### config.mk
export PLATFORM = sky130hd
export DESIGN_NAME = uart_loader
export DESIGN_NICKNAME = d
export VERILOG_FILES = /design/src/rtl/uart_loader.sv
export SDC_FILE = /design/constraint.sdc
export NUM_CORES = 1
export LEC_CHECK = 0
export ABC_AREA = 1
export CORE_MARGIN = 2
export CORE_UTILIZATION = 35
export CTS_CLUSTER_SIZE = 8
export DETAILED_ROUTE_END_ITERATION = 10
export GPL_TIMING_DRIVEN = 0
export HOLD_SLACK_MARGIN = 0.05
export MAX_ROUTING_LAYER = met4
export PLACE_DENSITY = 0.63
export SETUP_SLACK_MARGIN = 0.3
export SYNTH_ARGS = -nofsm -noshare
export SYNTH_HDL_FRONTEND = slang
export SYNTH_SLANG_ARGS = --single-unit
### constraint.sdc
create_clock -name clock -period 2.2 [get_ports clock]
set_input_delay 0.22 -clock clock [delete_from_list [all_inputs] [get_ports clock]]
set_output_delay 0.22 -clock clock [all_outputs]
set_load 0.01 [all_outputs]
### src/rtl/uart_loader.sv
// Boot loader: assembles little-endian words from a UART byte stream and
// writes them to instruction memory, holding the CPU in reset until done.
module uart_loader #(
    parameter int ADDR_WIDTH = 14
) (
    input  logic                  clock,
    input  logic                  reset,
    input  logic [7:0]            rxData,
    input  logic                  rxFin,
    output logic                  memWriteEnable,
    output logic [ADDR_WIDTH-1:0] memAddress,
    output logic [31:0]           memWriteData,
    output logic                  cpuReset,
    output logic                  loadDone,
    output logic [7:0]            checksum
);

    typedef enum logic [1:0] {
        LEN_LO,
        LEN_HI,
        DATA,
        DONE
    } state_t;

    state_t state;
    state_t stateNext;

    logic        finMeta;
    logic        finSync;
    logic        finPrev;
    logic [1:0]  settle;
    logic        armed;
    logic        byteEvent;

    logic [15:0] wordCount;
    logic [15:0] remaining;
    logic [1:0]  byteIndex;
    logic [23:0] partial;

    // Events are armed only after the synchronized flag is seen low, so a
    // flag already high at reset release cannot masquerade as a new byte.
    always_ff @(posedge clock or negedge reset) begin
        if (!reset) begin
            finMeta <= 1'b0;
            finSync <= 1'b0;
            finPrev <= 1'b0;
            settle  <= 2'd0;
            armed   <= 1'b0;
        end else begin
            finMeta <= rxFin;
            finSync <= finMeta;
            finPrev <= finSync;
            if (settle != 2'd2)
                settle <= settle + 2'd1;
            if (settle == 2'd2 && !finSync)
                armed <= 1'b1;
        end
    end

    assign byteEvent = armed & finSync & ~finPrev;

    always_ff @(posedge clock or negedge reset) begin
        if (!reset)
            state <= LEN_LO;
        else
            state <= stateNext;
    end

    always_comb begin
        stateNext = state;
        unique case (state)
            LEN_LO: begin
                if (byteEvent)
                    stateNext = LEN_HI;
            end
            LEN_HI: begin
                if (byteEvent)
                    stateNext = ({rxData, wordCount[7:0]} == 16'd0) ? DONE : DATA;
            end
            DATA: begin
                if (byteEvent && byteIndex == 2'd3 && remaining == 16'd1)
                    stateNext = DONE;
            end
            DONE: stateNext = DONE;
        endcase
    end

    assign loadDone = (state == DONE);
    assign cpuReset = (state == DONE);

    always_ff @(posedge clock or negedge reset) begin
        if (!reset) begin
            memWriteEnable <= 1'b0;
            memAddress     <= '0;
            memWriteData   <= 32'd0;
            checksum       <= 8'd0;
            wordCount      <= 16'd0;
            remaining      <= 16'd0;
            byteIndex      <= 2'd0;
            partial        <= 24'd0;
        end else begin
            memWriteEnable <= 1'b0;
            // The final word's address is held once loading has finished.
            if (memWriteEnable && state != DONE)
                memAddress <= memAddress + ADDR_WIDTH'(1);
            if (byteEvent) begin
                unique case (state)
                    LEN_LO: wordCount[7:0] <= rxData;
                    LEN_HI: begin
                        wordCount[15:8] <= rxData;
                        remaining       <= {rxData, wordCount[7:0]};
                        byteIndex       <= 2'd0;
                        memAddress      <= '0;
                    end
                    DATA: begin
                        checksum  <= checksum ^ rxData;
                        byteIndex <= byteIndex + 2'd1;
                        if (byteIndex == 2'd3) begin
                            memWriteData   <= {rxData, partial};
                            memWriteEnable <= 1'b1;
                            remaining      <= remaining - 16'd1;
                        end else begin
                            partial[{byteIndex, 3'b000} +: 8] <= rxData;
                        end
                    end
                    DONE: ;
                endcase
            end
        end
    end

endmodule
==> impl_metrics.json <==
{
  "power_per_cell_area_nw_per_um2": 1210,
  "antenna_cells_inserted": 0,
  "final.setup_skew_ns": 0.0118,
  "cts_max_level": 4,
  "finish.net_count": 757,
  "synth_top_area_share": 0.530,
  "detail_route.first_pass.iterations": 5,
  "detailed_place_hpwl_um": 8990,
  "cts_inserted_buffers": 17,
  "cts_sinks": 113,
  "drtAntennaViolNets": 0,
  "max_freq_mhz": 561,
  "timing_worst_slew_pin_value_ns": 0.455,
  "clockRootBuffer": "clkbuf_16",
  "post_drt_via_cell_ratio": 4.82,
  "layout_worst_path_cycle_share": 0.810,
  "post_layout_nonfiller_instances": 930,
  "mappedNetlistNets": 664,
  "worst_setup_path_start_kind": "register",
  "floorplan.die_area_um2": 16300,
  "postLayoutCoreUtil": 0.460,
  "timing.critical_path.fanout_max": 10,
  "global_route.peak_usage_layer": "met2",
  "rsz0062_at_grt": "yes",
  "die_height_um": 127,
  "syn-instance-count": 639,
  "worst-endpoint-arrival_ns": 2.11,
  "dr.first_iter.drc_count": 247,
  "fill_count": 1449,
  "grt_pass1_vias": 4378,
  "post_synth_num_cell_types": 28,
  "timing.critical_path.required_ns": 2.53,
  "relSlewSlack": 0.695,
  "first_pass_grt_wire_length_um": 21600,
  "tritoncts_clock_tree": "done",
  "drt_drc_violations_left": 0,
  "number_of_placed_i_o_pins": 68,
  "initial_core_util": 0.355,
  "maximum_number_of_pins_on_one_net_before_global_route_repair": 91,
  "worst_ir_drop_vdd_uv": 733,
  "worst_skew_pair.late_latency_ns": 0.41,
  "post-route-min-period_ns": 1.78,
  "grt_use_total": 0.174,
  "outcome": "finished clean",
  "route.vias.total": 4479,
  "synth.top_cells.by_area": "dfrtp_1 (53%), nand2_1 (9.5%), o21ai_0 (8.3%)",
  "placed_area_um2": 6270,
  "global_route.usage.met2": 0.257,
  "synth.cell_area_um2": 5340,
  "worstSetupEndpointType": "register",
  "finalInstanceArea_um2": 6910,
  "min_path_type": "in2async",
  "route.final.wire_length_um": 12800,
  "yosysWarnings": 0,
  "fin_hold_ws_ns": 0.234,
  "flow.area_growth_from_synthesis_pct": 29.5,
  "place.detailed.instances": 895,
  "crit_type": "reg2reg",
  "use_met1": 0.237,
  "drv.max_cap_violation_count": 0,
  "number_of_placement_rows": 45,
  "report.final.hold_viol_count": 0,
  "synth.yosys.seq_area_share": 0.530,
  "final.setup.tns_ns": 0,
  "cts-root-to-sink-buffers": 2,
  "routedWlPerCell_um": 13.8,
  "leakagePower_nw": 3.22,
  "syn-mean-instance-area_um2": 8.35,
  "port_buffers": 67,
  "final_number_of_setup_violating_endpoints": 0,
  "antenna_found_initial": 0,
  "final_max_slew_viol_count": 0,
  "fp.coreArea_um2": 15000,
  "yosys_register_bits": 113,
  "grt_use_met3": 0.0427,
  "weighted_congestion_at_the_end_of_routability_driven_global_placement": 0.921,
  "die_w_um": 127,
  "final_layout_size_suffix_gt1_frac": 0.104,
  "yosys.area.top_type": "dfrtp_1",
  "grt_remaining_overflow": 0,
  "clk_pin_slew_ns": 0.05
}
-- cells in the mapped netlist (all sizes together) --
cell	number
inv	87
and3	3
nand2	138
clkbuf	8
xnor2	10
buf	15
o22ai	3
or2	1
o21ai	93
nand4	6
a31oi	2
xor2	3
o211ai	2
a21oi	17
dfrtp	113
nor2	68
nand3	50
nor3	6
ha	14
-- cells by family (layout without fill, tap and decap cells) --
group | Yosys count | in the layout | synth area share
AO/OA/AOI/OAI | 117 | 117 | 0.112
XOR/XNOR | 13 | 13 | 0.0213
adder cells (fa/ha/maj) | 14 | 14 | 0.0328
buffers and inverters | 110 | 213 | 0.0867
flip-flops | 113 | 113 | 0.530
AND/OR/NAND/NOR | 272 | 272 | 0.218
-- power breakdown --
part           leakage [nW]  internal, mW  switching (mW)
clock                 0.271          1.64           0.897
sequential             1.38          2.74           0.415
combinational          1.57          1.13            1.57
-- routing by layer --
| layer | wire length (um) | up-vias |
|---|---|---|
| li1 | - | 2223 |
| met4 | 132 | 0 |
| met3 | 596 | 11 |
| met1 | 6260 | 2130 |
| met2 | 5820 | 115 |
| met5 | 0 | - |
-- cell usage in the layout (no fill, tap or decap), drive strengths merged, types with 14 or more instances in the layout --
master,synthesis,final
nor2,68,68
nand3,50,50
nand2,138,138
a21oi,17,17
inv,87,86
dfrtp,113,113
buf,15,23
clkdlybuf4s50,0,65
clkbuf,8,30
o21ai,93,93
ha,14,14
-- path summary, 6_finish.rpt --
check / slack (ns) / endpoint / startpoint / cells past startpoint
setup / recovery: 0.42 / partial[3] / state[0] / 9
hold / removal: 0.23 / memAddress[12] / reset / 2
setup reg to reg: 0.42 / partial[3] / state[0] / 9
hold reg to reg: 0.35 / finSync / finMeta / 0
max in group asynchronous: 1.26 / remaining[11] / reset / 3
min in group clock: 0.28 / finMeta / rxFin / 1
-- per-stage QoR --
stage | worst slack (ns) | power (mW)
finish | 0.417 | 8.40
floorplan | 0.644 | 4.71
global route | 0.258 | 9.00
detailed placement | 0.351 | 5.73
global placement | -3.59 | 5.70
CTS | 0.278 | 8.35
-- registers in the layout (all words and copies together), names as in the netlist --
| register | count |
|---|---|
| armed | 1 |
| memWriteData | 32 |
| byteIndex | 2 |
| finPrev | 1 |
| partial | 24 |
| checksum | 8 |
| finMeta | 1 |
| wordCount | 8 |
| memWriteEnable | 1 |
| settle | 2 |
| state | 2 |
| finSync | 1 |
| remaining | 16 |
| memAddress | 14 |
-- worst max-delay path, stage by stage, from the launching register on --
cell and delay, ns:
dfrtp_2 0.43, inv_1 0.12, ha_2 0.23, clkinvlp_4 0.12, nor2_4 0.14, and3_1 0.20, buf_4 0.16, buf_6 0.13
nand3_1 0.08, o21ai_0 0.10
-- cell type report --
cell class	count	area, um2	share of cell area
Timing Repair Buffer	74	749	0.108
Inverter	87	330	0.0478
Tap cell	188	235	0.0340
Buffer	23	155	0.0224
Clock inverter	6	57.6	0.00833
Multi-Input combinational cell	416	2070	0.299
Sequential cell	113	2830	0.409
Clock buffer	23	488	0.0706
-- timing repair --
item                       4_1_cts  5_1_grt
hold buffers                     1        0
gates cloned                     0        0
hold endpoints to repair        23        0
setup buffers                    0        5
resized for setup                3       30
setup endpoints to repair        2       69
pin swaps                        0        1
Power figures use the tool's default switching activity.
